--- src/rtl/fp_pkg.sv ---
// Shared definitions for the square-root sequencer: FSM states, IEEE-754
// single-precision constants and field-slice helpers.
package fp_pkg;

  typedef enum logic [1:0] {
    IDLE     = 2'd0,
    DIV_WAIT = 2'd1,
    UPDATE   = 2'd2,
    DONE     = 2'd3
  } sq_state_e;

  localparam logic [31:0] FP_ONE  = 32'h3F80_0000;
  localparam logic [31:0] FP_QNAN = 32'h7FC0_0000;
  localparam logic [31:0] FP_PINF = 32'h7F80_0000;

  function automatic logic fp_sign(input logic [31:0] f);
    return f[31];
  endfunction

  function automatic logic [7:0] fp_exp(input logic [31:0] f);
    return f[30:23];
  endfunction

  function automatic logic [22:0] fp_man(input logic [31:0] f);
    return f[22:0];
  endfunction

  // Divide by two by decrementing the exponent; a zero exponent is left
  // untouched so that tiny values never wrap to a huge exponent.
  function automatic logic [31:0] fp_half(input logic [31:0] f);
    logic [7:0] e;
    e = fp_exp(f);
    if (e != 8'd0) begin
      e = e - 8'd1;
    end
    return {fp_sign(f), e, fp_man(f)};
  endfunction

endpackage

--- src/rtl/fp_classify.sv ---
// Combinational IEEE-754 single-precision classifier: zero, negative,
// NaN and infinity flags for one operand.
module fp_classify
  import fp_pkg::*;
(
  input  logic [31:0] f_i,
  output logic        zero_o,
  output logic        neg_o,
  output logic        nan_o,
  output logic        inf_o
);

  logic exp_zero;
  logic exp_ones;
  logic man_zero;

  assign exp_zero = (fp_exp(f_i) == 8'h00);
  assign exp_ones = (fp_exp(f_i) == 8'hFF);
  assign man_zero = (fp_man(f_i) == 23'd0);

  assign zero_o = exp_zero && man_zero;
  assign neg_o  = fp_sign(f_i);
  assign nan_o  = exp_ones && !man_zero;
  assign inf_o  = exp_ones && man_zero;

endmodule

--- src/rtl/sqrt_sequencer.sv ---
// Newton-Raphson square-root sequencer. Drives an external fp_divider
// (A / est) and an external combinational fp_adder (q + est), halving the
// sum to form the next estimate until it converges or ITERS is reached.
module sqrt_sequencer
  import fp_pkg::*;
#(
  parameter int ITERS       = 8,
  parameter int DIV_TIMEOUT = 64
) (
  input  logic        clk,
  input  logic        rst_n,
  input  logic        in_valid,
  output logic        in_ready,
  input  logic [31:0] in_a,
  output logic        div_start,
  output logic [31:0] div_num,
  output logic [31:0] div_den,
  input  logic        div_done,
  input  logic [31:0] div_q,
  output logic [31:0] add_a,
  output logic [31:0] add_b,
  input  logic [31:0] add_sum,
  output logic        out_valid,
  input  logic        out_ready,
  output logic [31:0] out_root,
  output logic        out_err
);

  localparam int TW = (DIV_TIMEOUT > 2) ? $clog2(DIV_TIMEOUT) : 1;
  localparam logic [TW-1:0] TMO_LAST = TW'(DIV_TIMEOUT - 1);
  localparam logic [3:0]    ITER_LAST = 4'(ITERS);

  sq_state_e     state_q, state_d;
  logic          in_ready_q, in_ready_d;
  logic          div_start_q, div_start_d;
  logic [31:0]   est_q, est_d;
  logic [3:0]    iter_q, iter_d;
  logic [TW-1:0] tmo_q, tmo_d;
  logic [31:0]   out_root_q, out_root_d;
  logic          out_err_q, out_err_d;
  logic [31:0]   a_q, a_d;
  logic [31:0]   q_q, q_d;

  logic          cls_zero, cls_neg, cls_nan, cls_inf;
  logic [31:0]   est_next;
  logic          accept;

  // Special cases are decided on the operand as it is accepted.
  fp_classify u_classify (
    .f_i    (in_a),
    .zero_o (cls_zero),
    .neg_o  (cls_neg),
    .nan_o  (cls_nan),
    .inf_o  (cls_inf)
  );

  assign accept   = in_valid && in_ready_q;
  assign est_next = fp_half(add_sum);

  // Next-state and register-update logic for the Newton sequencer.
  always_comb begin
    state_d     = state_q;
    est_d       = est_q;
    iter_d      = iter_q;
    tmo_d       = tmo_q;
    div_start_d = 1'b0;
    out_root_d  = out_root_q;
    out_err_d   = out_err_q;
    a_d         = a_q;
    q_d         = q_q;
    in_ready_d  = 1'b0;

    case (state_q)
      IDLE: begin
        if (accept) begin
          a_d       = in_a;
          out_err_d = 1'b0;
          if (cls_zero) begin
            out_root_d = in_a;
            state_d    = DONE;
          end else if (cls_nan || cls_neg) begin
            out_root_d = FP_QNAN;
            state_d    = DONE;
          end else if (cls_inf) begin
            out_root_d = FP_PINF;
            state_d    = DONE;
          end else begin
            est_d       = FP_ONE;
            iter_d      = 4'd0;
            tmo_d       = '0;
            div_start_d = 1'b1;
            state_d     = DIV_WAIT;
          end
        end
      end

      DIV_WAIT: begin
        if (div_done) begin
          q_d     = div_q;
          state_d = UPDATE;
        end else if (tmo_q == TMO_LAST) begin
          out_err_d  = 1'b1;
          out_root_d = est_q;
          state_d    = DONE;
        end else begin
          tmo_d = tmo_q + 1'b1;
        end
      end

      UPDATE: begin
        est_d = est_next;
        if ((est_next == est_q) || ((iter_q + 4'd1) == ITER_LAST)) begin
          out_root_d = est_next;
          state_d    = DONE;
        end else begin
          iter_d      = iter_q + 4'd1;
          tmo_d       = '0;
          div_start_d = 1'b1;
          state_d     = DIV_WAIT;
        end
      end

      DONE: begin
        if (out_ready) begin
          state_d = IDLE;
        end
      end

      default: begin
        state_d = IDLE;
      end
    endcase

    in_ready_d = (state_d == IDLE);
  end

  // Control and result registers; reset returns everything to an idle,
  // not-yet-ready condition so in_ready rises on the first edge afterwards.
  always_ff @(posedge clk or negedge rst_n) begin
    if (!rst_n) begin
      state_q     <= IDLE;
      in_ready_q  <= 1'b0;
      div_start_q <= 1'b0;
      est_q       <= FP_ONE;
      iter_q      <= 4'd0;
      tmo_q       <= '0;
      out_root_q  <= 32'd0;
      out_err_q   <= 1'b0;
    end else begin
      state_q     <= state_d;
      in_ready_q  <= in_ready_d;
      div_start_q <= div_start_d;
      est_q       <= est_d;
      iter_q      <= iter_d;
      tmo_q       <= tmo_d;
      out_root_q  <= out_root_d;
      out_err_q   <= out_err_d;
    end
  end

  // Operand and quotient holding registers; only read in states that
  // are entered after they have been loaded, so they need no reset.
  always_ff @(posedge clk) begin
    a_q <= a_d;
    q_q <= q_d;
  end

  assign in_ready  = in_ready_q;
  assign div_start = div_start_q;
  assign div_num   = a_q;
  assign div_den   = est_q;
  assign add_a     = q_q;
  assign add_b     = est_q;
  assign out_valid = (state_q == DONE);
  assign out_root  = out_root_q;
  assign out_err   = out_err_q;

endmodule

--- config.mk ---
export PLATFORM = sky130hd
export DESIGN_NAME = sqrt_sequencer
export DESIGN_NICKNAME = d
export VERILOG_FILES = /design/src/rtl/fp_pkg.sv /design/src/rtl/fp_classify.sv /design/src/rtl/sqrt_sequencer.sv
export SDC_FILE = /design/constraint.sdc
export NUM_CORES = 1
export LEC_CHECK = 0
export ABC_AREA = 1
export CAP_MARGIN = 15
export CORE_MARGIN = 3
export CORE_UTILIZATION = 41
export DETAILED_ROUTE_END_ITERATION = 6
export GPL_TIMING_DRIVEN = 1
export HOLD_SLACK_MARGIN = 0.03
export PLACE_DENSITY = 0.78
export SETUP_SLACK_MARGIN = 0.4
export SLEW_MARGIN = 10
export SYNTH_ARGS = -nofsm -noshare
export SYNTH_HDL_FRONTEND = slang
export SYNTH_SLANG_ARGS = --single-unit
--- constraint.sdc ---
create_clock -name clk -period 2.6 [get_ports clk]
set_input_delay 0.52 -clock clk [delete_from_list [all_inputs] [get_ports clk]]
set_output_delay 0.52 -clock clk [all_outputs]
set_load 0.03 [all_outputs]
==> tab_implementation.tex, run 1 <==
\begin{tabular}{lr}
\hline
Metric & Value \\
\hline
\multicolumn{2}{l}{\textbf{Outcome}} \\
\quad Outcome & finished, final reports clean \\
\multicolumn{2}{l}{\textbf{Floorplanning}} \\
\quad Die boundary width & 138 um \\
\quad Number of standard-cell rows in the floorplan & 47 \\
\quad Area of the core & 16,800 um2 \\
\quad Area of the die & 19,000 um2 \\
\quad Floorplan die height & 138 um \\
\quad Initial core utilization & 0.423 \\
\quad I/O pin count & 265 \\
\multicolumn{2}{l}{\textbf{Yosys}} \\
\quad Mean post-synth cell area & 9.01 um2 \\
\quad Synth Instances & 790 \\
\quad Cell type with the largest total area after synthesis & sky130\_fd\_sc\_hd\_\_edfxtp\_1 \\
\quad FF+latch count, synth & 143 \\
\quad Synth Cell Area & 7120 um2 \\
\quad Top-area cell type share of the netlist area & 0.270 \\
\quad Number of warnings printed during yosys synthesis & 0 \\
\quad Net count after synthesis & 898 \\
\quad Seq/Total Area, Yosys & 0.549 \\
\quad Cell types occupying the most area after synthesis & sky130\_fd\_sc\_hd\_\_edfxtp\_1, sky130\_fd\_sc\_hd\_\_dfrtp\_1, sky130\_fd\_sc\_hd\_\_nand2\_1, sky130\_fd\_sc\_hd\_\_inv\_1, sky130\_fd\_sc\_hd\_\_o21ai\_2 \\
\quad Count of distinct cell types in the synthesized netlist & 41 \\
\multicolumn{2}{l}{\textbf{CTS}} \\
\quad Post-CTS Hold Fix Bufs & 0 \\
\quad CTS tree & done \\
\quad Total clock buffers created by CTS & 17 \\
\quad Source-to-sink clock delay at the later pin of the worst-skew pair & 0.42 ns \\
\quad Clock sink count & 143 \\
\quad Clock slew at reported path FFs & 0.06 ns \\
\quad Max clock buf depth & 2 \\
\quad H-tree levels & 4 \\
\quad Clk root buf & sky130\_fd\_sc\_hd\_\_clkbuf\_16 \\
\multicolumn{2}{l}{\textbf{STA}} \\
\quad Setup repair after global routing missed its margin & true \\
\quad Share of the clock period used by the worst path after layout & 0.822 \\
\quad Worst Max-Slew Pin Slew & 0.569 ns \\
\quad Shortest period the worst path allows & 2.14 ns \\
\quad Final hold violation count & 0 \\
\quad Final count of negative-setup-slack endpoints & 0 \\
\quad Tightest slew margin relative to the limit & 0.621 \\
\quad Setup clock skew after layout & 0.00909 ns \\
\quad Max Clock Freq & 468 MHz \\
\quad Number of pins exceeding their max-slew limit in the final report & 0 \\
\multicolumn{2}{l}{\textbf{Pwr}} \\
\quad Net Sw Frac & 0.441 \\
\quad Clock power share & 0.177 \\
\quad Cell-internal power & 7.72 mW \\
\quad Part of the power in registers & 0.271 \\
\quad Static leakage & 4.93 nW \\
\quad Power density over cell area & 1240 nW/um2 \\
\quad Power spent charging and discharging nets & 6.10 mW \\
\quad Combinational power share & 0.551 \\
\quad Worst VDD drop & 0.000775 V \\
\multicolumn{2}{l}{\textbf{Global routing}} \\
\quad Largest net degree at the start of global routing & 43 \\
\quad GRT Resource Usage Total & 0.221 \\
\quad Leftover overflow at the end of global routing & 0 \\
\quad Via count of the first global-routing pass & 6,272 \\
\quad Global-route wire length before repair & 32.4 mm \\
\quad Number of antenna violations at the first check in global routing & 3 \\
\multicolumn{2}{l}{\textbf{Critical path}} \\
\quad Worst Setup End Kind & flop \\
\quad R2R cell count & 13 \\
\quad Startpoint types & primary input \\
\quad Category of the critical setup timing path & primary input to flop \\
\quad Arrival time worst endpoint & 2.44 ns \\
\quad Largest fanout of any net on the critical path & 8 \\
\quad Required @ worst endpoint & 2.91 ns \\
\multicolumn{2}{l}{\textbf{Cells and area}} \\
\quad Total number of nets in the final design & 1,196 \\
\quad Post-route core utilization & 0.661 \\
\quad Design area & 11,100 um2 \\
\quad Top library cells by usage in the layout, fill and taps aside & sky130\_fd\_sc\_hd\_\_nand2\_1, sky130\_fd\_sc\_hd\_\_clkdlybuf4s50\_1, sky130\_fd\_sc\_hd\_\_inv\_1 \\
\quad Share of cells above drive strength 1 & 0.224 \\
\quad Area added between synthesis and finish & 56.2\% \\
\quad Commonest non-fill, non-tap cell in the layout & sky130\_fd\_sc\_hd\_\_nand2\_1 \\
\multicolumn{2}{l}{\textbf{Placement}} \\
\quad Placer Congestion & 0.880 \\
\quad Placement-stage cell area & 10,100 um2 \\
\quad DPL Wire Length & 15.0 mm \\
\quad Count of input and output buffers & 264 \\
\multicolumn{2}{l}{\textbf{Route}} \\
\quad Initial DRC count & 435 \\
\quad Detailed-route via count & 6,453 \\
\quad DR vias/cell & 4.88 \\
\quad Drt pass-1 iters & 6 \\
\quad Remaining antenna violation count after routing & 0 \\
\quad Remaining routing DRC violations & 0 \\
\quad Detailed-route wire length per cell & 15.9 um \\
\quad WL final & 21.0 mm \\
\multicolumn{2}{l}{\textbf{Min path}} \\
\quad Type of the tightest min-delay check & primary input to asynchronous set/reset pin \\
\multicolumn{2}{l}{\textbf{Flow run}} \\
\quad Max-cap violations & 0 \\
\hline
\end{tabular}
## synthesized netlist by cell type
cell type,instances
sky130_fd_sc_hd__o21ai_0,50
sky130_fd_sc_hd__nand3_4,1
sky130_fd_sc_hd__o211ai_4,1
sky130_fd_sc_hd__nor2_2,3
sky130_fd_sc_hd__o22ai_1,3
sky130_fd_sc_hd__or2_2,2
sky130_fd_sc_hd__dfrtp_1,72
sky130_fd_sc_hd__nor2_1,72
sky130_fd_sc_hd__a21boi_0,1
sky130_fd_sc_hd__nand3_1,21
sky130_fd_sc_hd__nand3b_1,1
sky130_fd_sc_hd__a21oi_1,4
sky130_fd_sc_hd__buf_6,6
sky130_fd_sc_hd__ha_1,7
sky130_fd_sc_hd__nand4_1,5
sky130_fd_sc_hd__o21ai_1,6
sky130_fd_sc_hd__clkbuf_1,13
sky130_fd_sc_hd__nor2_8,1
sky130_fd_sc_hd__nand2_1,241
sky130_fd_sc_hd__a221oi_1,1
sky130_fd_sc_hd__buf_4,33
sky130_fd_sc_hd__a32oi_1,1
sky130_fd_sc_hd__nand2_2,34
sky130_fd_sc_hd__a31o_2,1
sky130_fd_sc_hd__o32ai_1,1
sky130_fd_sc_hd__a22oi_1,6
sky130_fd_sc_hd__o21ai_2,31
sky130_fd_sc_hd__inv_2,4
sky130_fd_sc_hd__clkinv_1,2
sky130_fd_sc_hd__buf_2,3
sky130_fd_sc_hd__inv_1,74
sky130_fd_sc_hd__nand2_4,2
sky130_fd_sc_hd__xnor2_1,1
sky130_fd_sc_hd__inv_4,1
sky130_fd_sc_hd__nor3_1,3
sky130_fd_sc_hd__dfstp_2,7
sky130_fd_sc_hd__edfxtp_1,64
sky130_fd_sc_hd__o221ai_1,5
sky130_fd_sc_hd__o31ai_1,1
sky130_fd_sc_hd__o211ai_1,1
sky130_fd_sc_hd__xor2_1,4
## kinds of logic after synthesis
group | after synthesis | share of synthesized area
DFF | 143 | 0.549
and+or+nand+nor | 386 | 0.230
adders and majority gates | 7 | 0.0123
xor gates and xnor gates | 5 | 0.00615
buffers and inverters | 136 | 0.0963
AOI/OAI and AO/OA | 113 | 0.106
## final timing paths
kind                         startpoint            to  slack (ns)
max in group asynchronous         rst_n     add_b[28]        1.83
min                               rst_n     add_b[14]        0.09
min in group clk               in_a[21]   div_num[21]        0.34
min reg2reg                out_root[31]  out_root[31]        0.48
max reg2reg                   add_b[21]  out_root[19]        0.49
max                         add_sum[23]  out_root[19]        0.46
## power groups by stage
stage	clock network [mW]	registers, mW	logic [mW]
finish	2.45	3.75	7.62
global route	2.62	3.85	8.16
CTS	2.49	3.73	7.45
detailed placement	0	3.76	6.99
global placement	0	3.74	6.90
floorplan	0	4.90	3.28
## per-stage QoR
stage               hold slack (ns)  power [mW]  setup slack (ns)  setup TNS, ns  std cells
floorplan                     0.224        8.18             0.424              0        790
global placement              0.458        10.6            -0.229         -10.91       1266
detailed placement            0.470        10.8            -0.290         -13.13       1266
CTS                           0.103        13.7             0.387              0       1311
global route                  0.113        14.6             0.359              0       1323
finish                       0.0889        13.8             0.462              0       1323
## sequential cells by signal (all words and copies together) (netlist names), 2 cells and up
register / cells
iter_q: 4
add_a: 32
tmo_q: 6
div_num: 32
state_q: 2
out_root: 32
add_b: 32
## metal layers
metal	vias up	share of wire	wire length, um	GRT usage
li1	3122	-	-	-
met1	3018	0.39	8170	0.275
met2	273	0.50	10500	0.372
met3	40	0.084	1760	0.0566
met4	0	0.028	593	0.0790
met5	-	0	0	0
## worst max-delay path, cell delays in order
cell	delay, ns
sky130_fd_sc_hd__clkbuf_2	0.09
sky130_fd_sc_hd__inv_2	0.07
sky130_fd_sc_hd__ha_4	0.15
sky130_fd_sc_hd__nand3_4	0.11
sky130_fd_sc_hd__nor2_8	0.16
sky130_fd_sc_hd__clkinv_4	0.12
sky130_fd_sc_hd__nand2_4	0.08
sky130_fd_sc_hd__nand2_1	0.04
sky130_fd_sc_hd__nand2_1	0.05
sky130_fd_sc_hd__nand2_1	0.05
sky130_fd_sc_hd__nor2_1	0.11
sky130_fd_sc_hd__nand2_1	0.12
sky130_fd_sc_hd__o211ai_4	0.25
sky130_fd_sc_hd__nand2_4	0.10
sky130_fd_sc_hd__buf_12	0.14
sky130_fd_sc_hd__buf_12	0.14
sky130_fd_sc_hd__nand2_4	0.07
sky130_fd_sc_hd__o21ai_4	0.05
## repair_timing
item | in CTS | in global routing
setup buffers | 10 | 8
pin swaps | 15 | 31
endpoints found under the setup margin | 80 | 85
gates resized for setup | 61 | 80
gates cloned | 4 | 1
## final cells by class
| cell class | instances | area, um2 |
|---|---|---|
| repair inverters | 1 | 3.75 |
| diodes | 3 | 7.51 |
| flip-flops and latches | 143 | 3920 |
| inverters | 81 | 318 |
| fillers | 1351 | 5700 |
| clock buffers | 18 | 429 |
| clock inverters | 13 | 165 |
| repair buffers | 332 | 3290 |
| multi-input cells | 512 | 2720 |
| well taps | 220 | 275 |
(Power assumes the default switching activity.)
==> inputs of run 2 (changes only) <==
clock period = 1.8 ns   (was 2.6 ns; I/O delays follow)
==> run 2 against run 1 <==
Compared with the run above:
- the run now ends with negative setup slack left
- clock skew is 0.00053 ns lower
- total power is 79% higher
- global-route usage is 2.7 points higher
- cell count is 9.1% higher
- count of clock-buffer cells in the layout stayed put
- sequential power is 42% higher
- die area stayed put
- clock power is 69% higher
- via count is 11% higher
- hold slack better by 0.031 ns
- critical path depth is 2 lower
- critical path type unchanged
- largest cell class is now non-clock buffers
==> tab_implementation.tex, run 2 (synthesis gave the netlist of run 1 again) <==
\begin{tabular}{lr}
\hline
Metric & Value \\
\hline
\multicolumn{2}{l}{\textbf{Cells and area}} \\
\quad Layout filler cell count & 1,100 (-19\%) \\
\quad Area added between synthesis and finish & 77.0\% \\
\quad Commonest non-fill, non-tap cell in the layout & sky130\_fd\_sc\_hd\_\_nand2\_1 \\
\quad Design area & 12,600 um2 (+13\%) \\
\quad Total number of nets in the final design & 1,319 (+10\%) \\
\quad Share of cells above drive strength 1 & 0.518 (+0.295) \\
\quad Post-route core utilization & 0.749 (+0.0880) \\
\quad Top library cells by usage in the layout, fill and taps aside & sky130\_fd\_sc\_hd\_\_nand2\_1, sky130\_fd\_sc\_hd\_\_buf\_6, sky130\_fd\_sc\_hd\_\_buf\_4 \\
\quad Number of standard cells in the final layout excluding fillers & 1,443 (+9.1\%) \\
\quad Antenna Diode Count & 0 (-3) \\
\multicolumn{2}{l}{\textbf{Route}} \\
\quad Initial DRC count & 403 (-7.4\%) \\
\quad DR vias/cell & 4.97 (+1.9\%) \\
\quad Detailed-route wire length per cell & 17.7 um (+11\%) \\
\quad Drt pass-1 iters & 7 (+1) \\
\quad Detailed-route via count & 7,172 (+11\%) \\
\quad Remaining routing DRC violations & 0 (unchanged) \\
\quad WL final & 25.5 mm (+22\%) \\
\quad Remaining antenna violation count after routing & 0 (unchanged) \\
\multicolumn{2}{l}{\textbf{Outcome}} \\
\quad Outcome & complete, but fails checks \\
\quad Violations in the final reports & negative setup slack \\
\multicolumn{2}{l}{\textbf{Critical path}} \\
\quad Critical path origin & add\_sum[12] \\
\quad Crit path capture & out\_root[27] \\
\quad Category of the critical setup timing path & primary input to flop \\
\quad Internal reg-to-reg setup slack & -0.36 ns (-0.85 ns) \\
\quad R2R cell count & 15 (+2) \\
\quad Startpoint types & primary input \\
\quad Largest fanout of any net on the critical path & 7 (-1) \\
\quad Required @ worst endpoint & 2.11 ns (-0.80 ns) \\
\quad FF-to-FF Start & add\_b[12] \\
\quad Endpoint of the most critical register-to-register path & out\_root[27] \\
\quad Arrival time worst endpoint & 2.48 ns (+0.04 ns) \\
\quad Worst Setup End Kind & flop \\
\multicolumn{2}{l}{\textbf{CTS}} \\
\quad Source-to-sink clock delay at the later pin of the worst-skew pair & 0.42 ns (about the same) \\
\quad Max clock buf depth & 2 (unchanged) \\
\quad Clk root buf & sky130\_fd\_sc\_hd\_\_clkbuf\_16 \\
\quad Clock sink count & 143 (unchanged) \\
\quad Clock slew at reported path FFs & 0.06 ns (about the same) \\
\quad CTS tree & done \\
\quad Total clock buffers created by CTS & 17 (unchanged) \\
\quad H-tree levels & 4 (unchanged) \\
\multicolumn{2}{l}{\textbf{Pwr}} \\
\quad Power density over cell area & 1970 nW/um2 (+58\%) \\
\quad Clock power share & 0.167 (-0.010) \\
\quad Static leakage & 6.10 nW (+24\%) \\
\quad Combinational power share & 0.619 (+0.068) \\
\quad Worst VDD drop & 0.00124 V (+60\%) \\
\quad Tot Pwr & 24.8 mW (+79\%) \\
\quad Cell-internal power & 14.2 mW (+84\%) \\
\quad Power spent charging and discharging nets & 10.6 mW (+74\%) \\
\quad Part of the power in registers & 0.214 (-0.057) \\
\quad Net Sw Frac & 0.428 (-0.0131) \\
\multicolumn{2}{l}{\textbf{Global routing}} \\
\quad Global-route wire length before repair & 36.0 mm (+11\%) \\
\quad Number of antenna violations at the first check in global routing & 0 (-3) \\
\quad GRT Resource Usage Total & 0.248 (+0.0275) \\
\quad Leftover overflow at the end of global routing & 0 (unchanged) \\
\quad Via count of the first global-routing pass & 7,020 (+12\%) \\
\quad Largest net degree at the start of global routing & 33 (-23\%) \\
\multicolumn{2}{l}{\textbf{STA}} \\
\quad Share of the clock period used by the worst path after layout & 1.21 \\
\quad Setup repair after global routing missed its margin & true \\
\quad Tightest slew margin relative to the limit & 0.748 (+0.128) \\
\quad Final worst-path setup slack & -0.374 ns (-0.836 ns) \\
\quad Final count of negative-setup-slack endpoints & 45 (+45) \\
\quad Max Clock Freq & 460 MHz \\
\quad Final hold violation count & 0 (unchanged) \\
\quad Number of pins exceeding their max-slew limit in the final report & 0 (unchanged) \\
\quad Hold slack & 0.119 ns (+0.0305 ns) \\
\quad Worst Max-Slew Pin Slew & 0.378 ns (-0.191 ns) \\
\quad Shortest period the worst path allows & 2.17 ns \\
\quad Setup clock skew after layout & 0.00857 ns (-0.000525 ns) \\
\multicolumn{2}{l}{\textbf{Floorplanning}} \\
\quad Initial core utilization & 0.423 (unchanged) \\
\quad Floorplan die height & 138 um (unchanged) \\
\quad Area of the core & 16,800 um2 (unchanged) \\
\quad I/O pin count & 265 (unchanged) \\
\quad Die boundary width & 138 um (unchanged) \\
\quad Number of standard-cell rows in the floorplan & 47 (unchanged) \\
\quad Area of the die & 19,000 um2 (unchanged) \\
\multicolumn{2}{l}{\textbf{Flow run}} \\
\quad Max-cap violations & 0 (unchanged) \\
\multicolumn{2}{l}{\textbf{Min path}} \\
\quad Hold-critical path depth & 1 \\
\quad Type of the tightest min-delay check & primary input to flop \\
\multicolumn{2}{l}{\textbf{Placement}} \\
\quad Placement-stage cell area & 10,700 um2 (+5.9\%) \\
\quad Inst Count DP & 1,319 (+4.2\%) \\
\quad DPL Wire Length & 16.0 mm (+6.3\%) \\
\quad Count of input and output buffers & 264 (unchanged) \\
\quad Placer Congestion & 0.822 (-6.6\%) \\
\hline
\end{tabular}
[run 2: changes by cell type in the layout (fill, tap and decap cells not counted), sizes merged, moves of 3 or more]
cell	before	now
buf	68	378
bufinv	3	7
clkdlybuf4s15	0	3
clkdlybuf4s50	212	52
clkinv	9	6
diode	3	0
dlygate4sd2	26	9
dlymetal6s2s	17	5
[run 2: cell type report]
type / count / area [um2] / share of cell area
timing repair buffer: 456 / 4210 / 0.334
sequential: 143 / 3910 / 0.310
multi-input combinational: 511 / 3150 / 0.250
clock buffer: 18 / 429 / 0.0341
inverter: 81 / 359 / 0.0285
tap: 220 / 275 / 0.0218
clock inverter: 13 / 259 / 0.0206
timing repair inverter: 1 / 3.75 / 0.000298
[run 2: metrics by stage]
| step | TNS (ns) | worst slack, ns |
|---|---|---|
| floorplan | -4.80 | -0.146 |
| global placement | -51.06 | -0.850 |
| detailed placement | -54.46 | -0.902 |
| CTS | -12.91 | -0.346 |
| global route | -21.08 | -0.503 |
| finish | -14.75 | -0.374 |
[run 2: critical path, cell delays in order]
cell	delay, ns
sky130_fd_sc_hd__clkdlybuf4s50_1	0.51
sky130_fd_sc_hd__inv_1	0.06
sky130_fd_sc_hd__nand2_1	0.06
sky130_fd_sc_hd__nand2_1	0.06
sky130_fd_sc_hd__nor2_1	0.11
sky130_fd_sc_hd__nand2_1	0.08
sky130_fd_sc_hd__nor2_2	0.15
sky130_fd_sc_hd__nand3_2	0.13
sky130_fd_sc_hd__nor2_4	0.14
sky130_fd_sc_hd__nand2_4	0.08
sky130_fd_sc_hd__o211ai_4	0.20
sky130_fd_sc_hd__nand2_4	0.13
sky130_fd_sc_hd__buf_6	0.15
sky130_fd_sc_hd__buf_12	0.14
sky130_fd_sc_hd__nand2_4	0.06
sky130_fd_sc_hd__o21ai_2	0.06
[run 2: power by group through the flow]
stage | combinational, mW | sequential, mW | clock, mW
CTS | 13.2 | 5.29 | 4.19
global placement | 11.3 | 5.23 | 0
global route | 16.1 | 5.42 | 4.34
floorplan | 5.20 | 7.09 | 0
detailed placement | 11.4 | 5.26 | 0
finish | 15.3 | 5.32 | 4.14
[run 2: worst min path at each step]
stage / startpoint / end / slack [ns]
floorplan: rst_n / add_b[0] / 0.06
global placement: rst_n / add_b[14] / 0.30
detailed placement: rst_n / add_b[20] / 0.30
CTS: in_a[17] / div_num[17] / 0.11
global route: in_a[17] / div_num[17] / 0.10
finish: in_a[17] / div_num[17] / 0.12
[run 2: what timing repair did]
| action | CTS | global route |
|---|---|---|
| endpoints found under the hold margin | 21 | 0 |
| gates resized for setup | 1197 | 157 |
| cloned | 6 | 7 |
| pin swaps | 63 | 41 |
| hold buffers | 1 | 0 |
| buffers inserted | 41 | 38 |
| setup endpoints to repair | 307 | 225 |
[run 2: routing by layer]
layer  vias to the layer above  wire length (um)  track usage
met4                         0               901        0.111
met1                      3425              9230        0.278
met2                       307             13600        0.446
li1                       3377                 -            -
met3                        63              1830       0.0588
met5                         -                 0            0
==> inputs of run 3 (changes only) <==
CORE_MARGIN = 4   (was 3)
==> run 3 against run 2 <==
Compared with the run above:
- the run still ends with negative setup slack left
- sequential cell count unchanged
- non-clock buffer count fell by 24
- cell count fell by 1.5%
- utilization shrank 1.1 points
- setup slack better by 0.023 ns
- critical path type unchanged
- critical endpoint is now out_root[15]
- largest cell class unchanged
- largest power group unchanged
- highest routed layer unchanged
==> tab_implementation.tex, run 3 (synthesis gave the netlist of run 1 again) <==
\begin{tabular}{lr}
\hline
Metric & Value \\
\hline
\multicolumn{2}{l}{\textbf{CTS}} \\
\quad Total clock buffers created by CTS & 17 (unchanged) \\
\quad Source-to-sink clock delay at the later pin of the worst-skew pair & 0.42 ns (about the same) \\
\quad CTS tree & done \\
\quad Clock sink count & 143 (unchanged) \\
\quad H-tree levels & 4 (unchanged) \\
\quad Max clock buf depth & 2 (unchanged) \\
\quad Clock slew at reported path FFs & 0.06 ns (about the same) \\
\quad Clk root buf & sky130\_fd\_sc\_hd\_\_clkbuf\_16 \\
\multicolumn{2}{l}{\textbf{Cells and area}} \\
\quad Post-route core utilization & 0.739 (-0.0106) \\
\quad Share of cells above drive strength 1 & 0.501 (-0.0171) \\
\quad Layout filler cell count & 1,146 (+4.2\%) \\
\quad Multi-input gate area in the final layout & 3220 um2 (+2.3\%) \\
\quad Design area & 12,400 um2 (-1.4\%) \\
\quad Top library cells by usage in the layout, fill and taps aside & sky130\_fd\_sc\_hd\_\_nand2\_1, sky130\_fd\_sc\_hd\_\_buf\_6, sky130\_fd\_sc\_hd\_\_buf\_2 \\
\quad FF+latch area & 3910 um2 (about the same) \\
\quad Number of standard cells in the final layout excluding fillers & 1,422 (-1.5\%) \\
\quad Commonest non-fill, non-tap cell in the layout & sky130\_fd\_sc\_hd\_\_nand2\_1 \\
\quad Total number of nets in the final design & 1,296 (-1.7\%) \\
\quad Area added between synthesis and finish & 74.5\% \\
\multicolumn{2}{l}{\textbf{Critical path}} \\
\quad Largest fanout of any net on the critical path & 5 (-2) \\
\quad Required @ worst endpoint & 2.11 ns (about the same) \\
\quad Category of the critical setup timing path & primary input to flop \\
\quad Arrival time worst endpoint & 2.46 ns (-0.02 ns) \\
\quad Worst Setup End Kind & flop \\
\quad Startpoint types & primary input \\
\quad Internal reg-to-reg setup slack & -0.32 ns (+0.04 ns) \\
\quad R2R cell count & 15 (unchanged) \\
\quad Endpoint of the most critical register-to-register path & out\_root[15] \\
\quad FF-to-FF Start & add\_b[9] \\
\multicolumn{2}{l}{\textbf{Outcome}} \\
\quad Outcome & complete, but fails checks \\
\quad Violations in the final reports & negative setup slack \\
\multicolumn{2}{l}{\textbf{STA}} \\
\quad Hold slack & 0.114 ns (-0.00516 ns) \\
\quad Final count of negative-setup-slack endpoints & 45 (unchanged) \\
\quad Setup repair after global routing missed its margin & true \\
\quad Setup clock skew after layout & 0.00807 ns (-0.000495 ns) \\
\quad Worst Max-Slew Pin Slew & 0.357 ns (-0.0203 ns) \\
\quad Number of pins exceeding their max-slew limit in the final report & 0 (unchanged) \\
\quad Final hold violation count & 0 (unchanged) \\
\quad Share of the clock period used by the worst path after layout & 1.20 (-0.0128) \\
\quad Max Clock Freq & 465 MHz (+1.1\%) \\
\quad Setup TNS after final layout & -14.21 ns (+0.544 ns) \\
\quad Shortest period the worst path allows & 2.15 ns (-0.0231 ns) \\
\quad Final worst-path setup slack & -0.351 ns (+0.0231 ns) \\
\quad Tightest slew margin relative to the limit & 0.762 (+0.0135) \\
\multicolumn{2}{l}{\textbf{Min path}} \\
\quad Type of the tightest min-delay check & primary input to flop \\
\quad Hold\_sp & in\_a[20] \\
\quad End point of the most critical hold path & div\_num[20] \\
\quad Hold-critical path depth & 1 (unchanged) \\
\multicolumn{2}{l}{\textbf{Floorplanning}} \\
\quad Die boundary width & 140 um (+1.5\%) \\
\quad Initial core utilization & 0.423 (unchanged) \\
\quad Area of the core & 16,800 um2 (unchanged) \\
\quad Floorplan die height & 140 um (+1.5\%) \\
\quad I/O pin count & 265 (unchanged) \\
\quad Area of the die & 19,500 um2 (+2.9\%) \\
\quad Number of standard-cell rows in the floorplan & 47 (unchanged) \\
\multicolumn{2}{l}{\textbf{Pwr}} \\
\quad Static leakage & 5.95 nW (-2.5\%) \\
\quad Cell-internal power & 13.4 mW (-5.8\%) \\
\quad Power density over cell area & 1940 nW/um2 (-1.4\%) \\
\quad Tot Pwr & 24.1 mW (-2.8\%) \\
\quad Part of the power in registers & 0.223 (+0.009) \\
\quad Worst VDD drop & 0.00113 V (-8.8\%) \\
\quad Clock power share & 0.143 (-0.024) \\
\quad Power spent charging and discharging nets & 10.7 mW (+1.1\%) \\
\quad Combinational power share & 0.634 (+0.015) \\
\quad Net Sw Frac & 0.445 (+0.0174) \\
\multicolumn{2}{l}{\textbf{Placement}} \\
\quad Placer Congestion & 0.837 (+1.8\%) \\
\quad DPL Wire Length & 16.4 mm (+2.9\%) \\
\quad Pre-CTS worst setup slack & -0.931 ns (-0.0288 ns) \\
\quad Inst Count DP & 1,313 (-0.45\%) \\
\quad Count of input and output buffers & 264 (unchanged) \\
\quad Placement-stage cell area & 10,600 um2 (-0.33\%) \\
\multicolumn{2}{l}{\textbf{Route}} \\
\quad Remaining antenna violation count after routing & 0 (unchanged) \\
\quad Detailed-route wire length per cell & 18.2 um (+3.0\%) \\
\quad DR vias/cell & 5.01 (+0.73\%) \\
\quad WL final & 25.9 mm (+1.5\%) \\
\quad Drt pass-1 iters & 5 (-2) \\
\quad Remaining routing DRC violations & 0 (unchanged) \\
\quad Detailed-route via count & 7,119 (-0.74\%) \\
\quad Initial DRC count & 462 (+15\%) \\
\multicolumn{2}{l}{\textbf{Global routing}} \\
\quad GRT Resource Usage Total & 0.239 (-0.00976) \\
\quad Global-route wire length before repair & 36.9 mm (+2.5\%) \\
\quad Via count of the first global-routing pass & 6,768 (-3.6\%) \\
\quad Leftover overflow at the end of global routing & 0 (unchanged) \\
\quad Number of antenna violations at the first check in global routing & 1 (+1) \\
\quad Largest net degree at the start of global routing & 35 (+6.1\%) \\
\multicolumn{2}{l}{\textbf{Flow run}} \\
\quad Max-cap violations & 0 (unchanged) \\
\hline
\end{tabular}
## run 3: changes by cell type in the layout (fill, tap and decap cells not counted), sizes merged, moves of 3 or more
cell / previous run / this run
buf: 378 / 340
clkbuf: 26 / 37
bufinv: 7 / 2
clkinv: 6 / 10
clkdlybuf4s15: 3 / 6
clkdlybuf4s50: 52 / 55
## run 3: layout make-up
class,count,share of cell area
flip-flops and latches,143,0.315
diodes,1,0.000201
well taps,220,0.0222
clock buffers,19,0.0348
repair buffers,432,0.327
multi-input cells,512,0.259
clock inverters,13,0.0115
inverters,81,0.0292
repair inverters,1,0.000302
## run 3: timing repair
item	4_1_cts	5_1_grt
setup buffers	21	38
endpoints found under the hold margin	20	0
setup endpoints to repair	307	224
hold buffers	1	0
gates resized for setup	1139	183
cloned	7	9
pin swaps	50	41
## run 3: power by group through the flow
stage | combinational, mW | clock, mW | sequential [mW]
6_report | 15.3 | 3.44 | 5.36
5_1_grt | 16.0 | 3.68 | 5.47
4_1_cts | 12.7 | 3.50 | 5.26
3_5_place_dp | 11.4 | 0 | 5.25
3_3_place_gp | 11.3 | 0 | 5.23
2_1_floorplan | 5.20 | 0 | 7.09
## run 3: critical path: stages
cell and delay [ns]:
sky130_fd_sc_hd__clkdlybuf4s50_1 0.53, sky130_fd_sc_hd__nand2_1 0.07, sky130_fd_sc_hd__inv_1 0.05, sky130_fd_sc_hd__nor2_1 0.04, sky130_fd_sc_hd__nor2_1 0.13, sky130_fd_sc_hd__nand2_1 0.11
sky130_fd_sc_hd__nor2_2 0.10, sky130_fd_sc_hd__nand3_2 0.12, sky130_fd_sc_hd__nor2_2 0.13, sky130_fd_sc_hd__nand2_2 0.08, sky130_fd_sc_hd__o211ai_4 0.20, sky130_fd_sc_hd__nand2_4 0.11
sky130_fd_sc_hd__buf_8 0.16, sky130_fd_sc_hd__clkbuf_16 0.17, sky130_fd_sc_hd__nand2_4 0.05, sky130_fd_sc_hd__o21ai_2 0.05
## run 3: worst max-delay path by stage
stage                            from      endpoint  slack (ns)  cells past startpoint
after floorplan           add_sum[24]  out_root[30]       -0.15                     16
after global placement    add_sum[23]      tmo_q[2]       -0.88                     16
after detailed placement  add_sum[23]     iter_q[2]       -0.93                     16
after CTS                 add_sum[24]  out_root[25]       -0.33                     19
after global routing         add_b[9]  out_root[19]       -0.45                     15
final                     add_sum[18]  out_root[15]       -0.35                     16
## run 3: metal layers
layer	up-vias	routed length [um]	GRT usage
met1	3395	9740	0.288
met4	0	836	0.0831
met2	318	13800	0.425
met3	60	1540	0.0470
li1	3346	-	-
met5	-	0	0
